$ cat config.mk
export PLATFORM = sky130hd
export DESIGN_NAME = soundweb_tx_scheduler
export DESIGN_NICKNAME = d
export VERILOG_FILES = /design/src/rtl/soundweb_pkg.sv /design/src/rtl/soundweb_rr_arbiter.sv /design/src/rtl/soundweb_tx_scheduler.sv
export SDC_FILE = /design/constraint.sdc
export NUM_CORES = 1
export LEC_CHECK = 0
export ABC_CLOCK_PERIOD_IN_PS = 4900
export CAP_MARGIN = 0
export CORE_ASPECT_RATIO = 0.9
export CORE_UTILIZATION = 40
export CTS_CLUSTER_DIAMETER = 60
export DETAILED_ROUTE_END_ITERATION = 7
export PLACE_DENSITY = 0.66
export SYNTH_ARGS = -nofsm -noshare
export SYNTH_HDL_FRONTEND = slang
export SYNTH_SLANG_ARGS = --single-unit
$ cat constraint.sdc
create_clock -name clk -period 4.9 [get_ports clk]
set_input_delay 0.735 -clock clk [delete_from_list [all_inputs] [get_ports clk]]
set_output_delay 0.735 -clock clk [all_outputs]
set_load 0.005 [all_outputs]
$ cat src/rtl/soundweb_pkg.sv
// Shared constants, FSM state type and byte helpers for the Soundweb
// transmit path. The optional ACK wait feature is enabled by the macro
// SOUNDWEB_ACK_WAIT_EN (the state list always carries S_WAIT_ACK).
package soundweb_pkg;

   localparam logic [7:0] STX        = 8'h02;
   localparam logic [7:0] ETX        = 8'h03;
   localparam logic [7:0] ACK        = 8'h06;
   localparam logic [7:0] NAK        = 8'h15;
   localparam logic [7:0] ESC        = 8'h1B;
   localparam logic [7:0] ESC_OFFSET = 8'h80;
   localparam int         MSG_BYTES  = 13;
   localparam int         MSG_BITS   = 8 * MSG_BYTES;

   typedef enum logic [2:0] {
      S_IDLE     = 3'd0,
      S_STX      = 3'd1,
      S_BODY     = 3'd2,
      S_ESC2     = 3'd3,
      S_CHK      = 3'd4,
      S_ETX      = 3'd5,
      S_WAIT_ACK = 3'd6
   } tx_state_e;

   // Bytes that collide with link control characters and must be escaped.
   function automatic logic is_reserved_byte(input logic [7:0] b);
      case (b)
         8'h02, 8'h03, 8'h06, 8'h15, 8'h1B: return 1'b1;
         default:                            return 1'b0;
      endcase
   endfunction

   // Body byte idx (0 = command) of a message; byte 0 lives in the MSBs.
   function automatic logic [7:0] msg_byte(input logic [MSG_BITS-1:0] msg,
                                           input logic [3:0] idx);
      logic [MSG_BITS-1:0] sh;
      sh = msg >> (8 * (MSG_BYTES - 1 - int'(idx)));
      return sh[7:0];
   endfunction

   // XOR of all unescaped body bytes.
   function automatic logic [7:0] msg_checksum(input logic [MSG_BITS-1:0] msg);
      logic [7:0] c;
      c = 8'h00;
      for (int i = 0; i < MSG_BYTES; i++) begin
         c = c ^ msg[8*i +: 8];
      end
      return c;
   endfunction

   // First byte put on the wire for a payload byte: ESC if it needs escaping.
   function automatic logic [7:0] escape_head(input logic [7:0] b);
      return is_reserved_byte(b) ? ESC : b;
   endfunction

endpackage

$ cat src/rtl/soundweb_rr_arbiter.sv
// Combinational round-robin arbiter: grants the first valid requester at or
// after the pointer, wrapping modulo NUM_REQ. The pointer register is owned
// by the parent.
module soundweb_rr_arbiter #(
   parameter int NUM_REQ = 2,
   parameter int IDX_W   = 1
) (
   input  logic [NUM_REQ-1:0] req_valid_i,
   input  logic [IDX_W-1:0]   ptr_i,
   output logic [NUM_REQ-1:0] grant_o,
   output logic [IDX_W-1:0]   grant_idx_o,
   output logic               grant_any_o
);

   // Scan requesters starting from the pointer, keep the first hit.
   always_comb begin
      int         k;
      logic       hit;
      logic [IDX_W-1:0] k_s;
      grant_o     = '0;
      grant_idx_o = '0;
      grant_any_o = 1'b0;
      for (int off = 0; off < NUM_REQ; off++) begin
         k   = int'(ptr_i) + off;
         k   = (k >= NUM_REQ) ? (k - NUM_REQ) : k;
         k_s = IDX_W'(k);
         hit = req_valid_i[k_s] && !grant_any_o;
         grant_o[k_s] = grant_o[k_s] | hit;
         grant_idx_o  = hit ? k_s : grant_idx_o;
         grant_any_o  = grant_any_o | hit;
      end
   end

endmodule

$ cat src/rtl/soundweb_tx_scheduler.sv
// Soundweb transmit scheduler: round-robin grant of 13-byte messages and
// streaming of STX / escaped body / escaped checksum / ETX to a UART.
// Optional macro SOUNDWEB_ACK_WAIT_EN adds an ACK/NAK wait with retries.
module soundweb_tx_scheduler
   import soundweb_pkg::*;
#(
   parameter int          NUM_REQ     = 2,
   parameter logic [15:0] ACK_TIMEOUT = 16'd50000,
   parameter int          MAX_RETRY   = 3
) (
   input  logic                    clk,
   input  logic                    rst_n,
   input  logic [NUM_REQ-1:0]      req_valid,
   input  logic [NUM_REQ*104-1:0]  req_msg,
   output logic [NUM_REQ-1:0]      req_ready,
   output logic [7:0]              tx_data,
   output logic                    tx_valid,
   input  logic                    tx_ready,
   input  logic [7:0]              rx_data,
   input  logic                    rx_valid,
   output logic                    busy,
   output logic                    frame_done,
   output logic                    frame_error
);

   localparam int IDX_W = (NUM_REQ > 1) ? $clog2(NUM_REQ) : 1;

   tx_state_e            state_q;
   logic [IDX_W-1:0]     ptr_q;
   logic [MSG_BITS-1:0]  msg_q;
   logic [7:0]           chk_q;
   logic [3:0]           idx_q;
   logic                 esc_chk_q;
   logic [7:0]           tx_data_q;
   logic                 tx_valid_q;
   logic                 busy_q;
   logic                 frame_done_q;
   logic                 frame_error_q;

   logic [NUM_REQ-1:0]   grant_s;
   logic [IDX_W-1:0]     grant_idx_s;
   logic                 grant_any_s;
   logic [IDX_W-1:0]     ptr_next_s;
   logic [MSG_BITS-1:0]  grant_msg_s;
   logic [7:0]           cur_byte_s;
   logic [7:0]           next_byte_s;
   logic                 accept_s;

`ifdef SOUNDWEB_ACK_WAIT_EN
   localparam int RTY_W = (MAX_RETRY > 0) ? $clog2(MAX_RETRY + 1) : 1;
   logic [15:0]          ack_cnt_q;
   logic [RTY_W-1:0]     retry_q;
`else
   logic                 unused_ack_s;
   assign unused_ack_s = ^{rx_data, rx_valid, ACK_TIMEOUT, MAX_RETRY};
`endif

   soundweb_rr_arbiter #(
      .NUM_REQ (NUM_REQ),
      .IDX_W   (IDX_W)
   ) u_arb (
      .req_valid_i (req_valid),
      .ptr_i       (ptr_q),
      .grant_o     (grant_s),
      .grant_idx_o (grant_idx_s),
      .grant_any_o (grant_any_s)
   );

   assign ptr_next_s  = (grant_idx_s == IDX_W'(NUM_REQ - 1)) ? '0 : grant_idx_s + IDX_W'(1);
   assign grant_msg_s = req_msg[MSG_BITS*grant_idx_s +: MSG_BITS];
   assign cur_byte_s  = msg_byte(msg_q, idx_q);
   assign next_byte_s = msg_byte(msg_q, idx_q + 4'd1);
   assign accept_s    = tx_valid_q & tx_ready;

   // The accept pulse is only meaningful while idle and out of reset.
   assign req_ready   = {NUM_REQ{rst_n && (state_q == S_IDLE)}} & grant_s;
   assign tx_data     = tx_data_q;
   assign tx_valid    = tx_valid_q;
   assign busy        = busy_q;
   assign frame_done  = frame_done_q;
   assign frame_error = frame_error_q;

   // Frame FSM: tx_data is loaded with the next wire byte on each accept so it
   // holds stable while the UART stalls.
   always_ff @(posedge clk or negedge rst_n) begin
      if (!rst_n) begin
         state_q       <= S_IDLE;
         ptr_q         <= '0;
         msg_q         <= '0;
         chk_q         <= 8'h00;
         idx_q         <= 4'd0;
         esc_chk_q     <= 1'b0;
         tx_data_q     <= 8'h00;
         tx_valid_q    <= 1'b0;
         busy_q        <= 1'b0;
         frame_done_q  <= 1'b0;
         frame_error_q <= 1'b0;
`ifdef SOUNDWEB_ACK_WAIT_EN
         ack_cnt_q     <= 16'd0;
         retry_q       <= '0;
`endif
      end else begin
         frame_done_q  <= 1'b0;
         frame_error_q <= 1'b0;
         case (state_q)
            S_IDLE: begin
               if (grant_any_s) begin
                  msg_q      <= grant_msg_s;
                  chk_q      <= msg_checksum(grant_msg_s);
                  ptr_q      <= ptr_next_s;
                  idx_q      <= 4'd0;
                  esc_chk_q  <= 1'b0;
                  tx_data_q  <= STX;
                  tx_valid_q <= 1'b1;
                  busy_q     <= 1'b1;
                  state_q    <= S_STX;
               end
            end
            S_STX: begin
               if (accept_s) begin
                  idx_q     <= 4'd0;
                  tx_data_q <= escape_head(msg_byte(msg_q, 4'd0));
                  state_q   <= S_BODY;
               end
            end
            S_BODY: begin
               if (accept_s) begin
                  if (is_reserved_byte(cur_byte_s)) begin
                     tx_data_q <= cur_byte_s + ESC_OFFSET;
                     state_q   <= S_ESC2;
                  end else if (idx_q == 4'(MSG_BYTES - 1)) begin
                     tx_data_q <= escape_head(chk_q);
                     state_q   <= S_CHK;
                  end else begin
                     idx_q     <= idx_q + 4'd1;
                     tx_data_q <= escape_head(next_byte_s);
                  end
               end
            end
            S_ESC2: begin
               if (accept_s) begin
                  if (esc_chk_q) begin
                     tx_data_q <= ETX;
                     state_q   <= S_ETX;
                  end else if (idx_q == 4'(MSG_BYTES - 1)) begin
                     tx_data_q <= escape_head(chk_q);
                     state_q   <= S_CHK;
                  end else begin
                     idx_q     <= idx_q + 4'd1;
                     tx_data_q <= escape_head(next_byte_s);
                     state_q   <= S_BODY;
                  end
               end
            end
            S_CHK: begin
               if (accept_s) begin
                  if (is_reserved_byte(chk_q)) begin
                     esc_chk_q <= 1'b1;
                     tx_data_q <= chk_q + ESC_OFFSET;
                     state_q   <= S_ESC2;
                  end else begin
                     tx_data_q <= ETX;
                     state_q   <= S_ETX;
                  end
               end
            end
            S_ETX: begin
               if (accept_s) begin
                  tx_valid_q <= 1'b0;
                  tx_data_q  <= 8'h00;
`ifdef SOUNDWEB_ACK_WAIT_EN
                  ack_cnt_q  <= 16'd0;
                  state_q    <= S_WAIT_ACK;
`else
                  busy_q       <= 1'b0;
                  frame_done_q <= 1'b1;
                  state_q      <= S_IDLE;
`endif
               end
            end
`ifdef SOUNDWEB_ACK_WAIT_EN
            S_WAIT_ACK: begin
               ack_cnt_q <= ack_cnt_q + 16'd1;
               if (rx_valid && (rx_data == ACK)) begin
                  frame_done_q <= 1'b1;
                  retry_q      <= '0;
                  busy_q       <= 1'b0;
                  state_q      <= S_IDLE;
               end else if ((rx_valid && (rx_data == NAK)) ||
                            (ack_cnt_q == ACK_TIMEOUT - 16'd1)) begin
                  if (int'(retry_q) < MAX_RETRY) begin
                     retry_q    <= retry_q + RTY_W'(1);
                     idx_q      <= 4'd0;
                     esc_chk_q  <= 1'b0;
                     tx_data_q  <= STX;
                     tx_valid_q <= 1'b1;
                     state_q    <= S_STX;
                  end else begin
                     frame_error_q <= 1'b1;
                     retry_q       <= '0;
                     busy_q        <= 1'b0;
                     state_q       <= S_IDLE;
                  end
               end
            end
`endif
            default: begin
               tx_valid_q <= 1'b0;
               tx_data_q  <= 8'h00;
               busy_q     <= 1'b0;
               state_q    <= S_IDLE;
            end
         endcase
      end
   end

endmodule

==> key figures <==
Clock network
  – Number of hold buffers added after CTS: 0
  – CTS sink cnt: between 100 and 150
  – Post CTS Setup Buffer Count: 0
  – Root buffer cell: clkbuf_16
  – Worst skew pair latency: about 0.42 ns
  – CTS Buf Count: 17
  – Clock buffer depth: 2
  – Clock slew seen by the registers of the worst setup and hold paths: around 0.070 ns
  – CTS tree: done
  – CTS HTree Levels: 4
  – CTS resizes: 0

Power
  – Worst VDD drop: 0.340 mV
  – Switch share: 46.1%
  – Pwr dens: 646 nW/um^2
  – LEAKAGE: 5.47 nW
  – Sw Pwr: a little over 4 mW
  – Cell-internal power: around 4.7 mW
  – Reg power frac: 25.0%
  – Clock power frac: approximately 15%
  – Logic pwr share: between 50% and 60%

Drt
  – Via count: between 9000 and 10000
  – Vias per cell: about 5.5
  – Highest routed layer: met4
  – DRT antenna net count: 0
  – Residual DRC: 0
  – Met3 wire length: about 2000 um
  – Routed length per instance: about 19 um
  – Routed wire length: between 30000 and 40000 um
  – DR WL met2: between 15000 and 20000 um
  – Wire length on met1: roughly 14000 um
  – Initial drt markers: between 700 and 800
  – TritonRoute pass-1 iters: 7

Synthesis
  – Post-Synthesis Cells: ~1200
  – Syn. warnings: 0
  – Seq/Total Area, Yosys: 31.8%
  – Asr flop ratio synth: 100%
  – Yosys reg bits: around 130
  – Library cells used by synthesis: 71
  – Syn_nets: 1387
  – Syn_area_per_cell: 8.86 sq um
  – Mapped Area: a little over 10000 sq um
  – Synth Flop Type: dfrtp_1
  – Number of flops mapped to enable cells by yosys: 0

Hold path
  – Hold Path Class: in -> async

Finish
  – Final Core Density: ~54%
  – Layout cells sized above 1: 8.83%
  – Reg area: roughly 3300 sq um
  – Fill cells: between 2000 and 2500
  – Nets: approximately 1600
  – Area of the multi-input gates: ~6700 sq um
  – Area growth syn-to-layout: 31.5%

Setup path
  – Kind of critical path: reg -> reg
  – CP required: about 5.2 ns
  – CP Launch Type: flop
  – Worst Path Arrival: 4.57 ns
  – R2r setup slk: between 0.6 and 0.7 ns
  – Critical Path Fanout Max: 24
  – CP Capture Type: flop

STA
  – Worst-Margin Slew: roughly 1.1 ns
  – Setup TNS: 0 ns
  – Max Freq: 233 MHz
  – Slew HR: 27.0%
  – Final setup violation count: 0
  – Final min period: approximately 4.3 ns
  – Setup Skew: about 0.0091 ns
  – Final max-slew violation count: 0
  – RSZ-0062 raised after global routing: no
  – Count of final hold-check violations: 0
  – Final period util: slightly below 90%

Die
  – Row Count: between 50 and 60
  – Die Span Y: roughly 150 um
  – Die Area: approximately 26000 sq um
  – CORE AREA: ~25000 sq um
  – IO Pins: between 200 and 250
  – Chip width: approximately 170 um
  – Starting Density: 40.9%

Global routing
  – Gr ovfl total: 0
  – Pin count of the biggest net entering global routing: 211
  – Initial antenna violation count: 0
  – First-pass GRT wire length: 51300 um
  – GRT Overall Usage: 25.6%
  – Vias in the first global route: approximately 9500

Run status
  – Status: finished, final reports clean

Placed design
  – Detailed placer's ending HPWL: about 26000 um
  – Buffers on Ports: between 200 and 250
  – GP Congestion: about 0.92

Flow run
  – Max-cap violations: 0
-- power groups by stage --
stage | Combinational [mW] | Sequential, mW | Clock (mW)
2_1_floorplan | 3.81 | 1.92 | 0
6_report | 5.23 | 2.18 | 1.34
5_1_grt | 5.73 | 2.25 | 1.40
3_5_place_dp | 5.17 | 2.19 | 0
4_1_cts | 5.20 | 2.18 | 1.35
3_3_place_gp | 5.11 | 2.18 | 0
-- critical path: stages, from the launching register on --
cell,delay [ns]
dfrtp_1,0.49
inv_1,0.08
ha_2,0.77
buf_4,0.34
buf_4,0.21
mux4_2,0.51
nand2_1,0.08
a21oi_1,0.14
a21oi_1,0.26
nor2_1,0.07
or3_4,0.39
a21boi_2,0.46
or2_2,0.26
o41ai_1,0.07
-- synth_stat cells, types with 6 or more instances --
| cell type | instances | share of area, % |
|---|---|---|
| nand3_1 | 19 | 0.92 |
| mux2i_1 | 121 | 12 |
| nor3_1 | 10 | 0.49 |
| o22ai_1 | 9 | 0.55 |
| nor4_1 | 12 | 0.73 |
| and2_1 | 6 | 0.36 |
| nand2_1 | 72 | 2.6 |
| o21ai_0 | 47 | 2.3 |
| mux4_2 | 33 | 7.2 |
| xnor2_1 | 106 | 9.0 |
| nor2_1 | 171 | 6.2 |
| xor2_1 | 51 | 4.3 |
| buf_1 | 18 | 0.66 |
| a21oi_1 | 164 | 8.0 |
| dfrtp_1 | 131 | 32 |
| o31ai_1 | 6 | 0.44 |
| buf_2 | 14 | 0.68 |
| mux2_2 | 9 | 0.98 |
| clkbuf_1 | 40 | 1.5 |
| a31oi_1 | 6 | 0.36 |
| inv_1 | 13 | 0.47 |
-- flip-flops by register name (all words and copies together) (netlist names) --
register and cells:
tx_data 8, esc_chk_q 1, ptr_q 1, msg_q 104, busy 1, idx_q 4, frame_done 1, chk_q 8
state_q 3
-- cells by family after synthesis --
kind of cell               Yosys count  share of synthesized area (%)
and+or+nand+nor                    327                           13.9
AOI/OAI and AO/OA                  288                           16.4
buffers and inverters               90                           3.71
DFF                                131                           31.8
other                                1                         0.0364
xor gates and xnor gates           159                           13.8
adders and majority gates            3                          0.365
muxes                              163                           20.0
-- area by class of cell --
class	instances	share of cell area, %
repair buffers	254	18.5
clock buffers	17	3.14
diodes	1	0.0185
flip-flops and latches	131	24.2
clock inverters	15	1.40
well taps	342	3.16
inverters	13	0.360
multi-input cells	941	49.2
-- metal layers --
| layer | global-route usage (%) | vias up |
|---|---|---|
| met5 | 0 | - |
| met1 | 32.6 | 4498 |
| met2 | 42.0 | 294 |
| met3 | 6.45 | 38 |
| met4 | 8.84 | 0 |
| li1 | - | 4555 |
-- cells in the final DEF (no fill, tap or decap), types with 9 or more instances in the layout --
| cell type | Yosys | final |
|---|---|---|
| dfrtp_1 | 131 | 130 |
| nand2_1 | 72 | 72 |
| o22ai_1 | 9 | 9 |
| nor3_1 | 10 | 9 |
| a21oi_1 | 164 | 164 |
| clkbuf_16 | 0 | 17 |
| mux2_2 | 9 | 9 |
| inv_1 | 13 | 13 |
| xnor2_1 | 106 | 106 |
| mux4_2 | 33 | 33 |
| clkdlybuf4s50_1 | 0 | 224 |
| o21ai_0 | 47 | 47 |
| buf_4 | 3 | 26 |
| nor2_1 | 171 | 171 |
| nor4_1 | 12 | 12 |
| mux2i_1 | 121 | 121 |
| nand3_1 | 19 | 19 |
| xor2_1 | 51 | 51 |
-- through the flow --
step	std cells	total power [mW]	hold WS (ns)	setup slack, ns	area (sq um)
floorplan	1162	5.73	0.439	1.26	10300
finish	1714	8.75	0.262	0.605	13500
detailed placement	1681	7.36	0.494	0.666	12900
global route	1713	9.38	0.295	0.348	13500
global placement	1681	7.29	0.485	0.681	12900
CTS	1713	8.73	0.274	0.647	13500
-- final timing paths --
path / endpoint / depth (start not counted) / startpoint
worst max-delay path: idx_q[2] / 13 / idx_q[1]
worst min-delay path: msg_q[75] / 1 / rst_n
worst max register to register: idx_q[2] / 13 / idx_q[1]
worst min register to register: chk_q[6] / 2 / chk_q[6]
max in group asynchronous: msg_q[57] / 2 / rst_n
min in group clk: chk_q[6] / 2 / chk_q[6]
No activity file was read; power rests on OpenSTA's default activity.
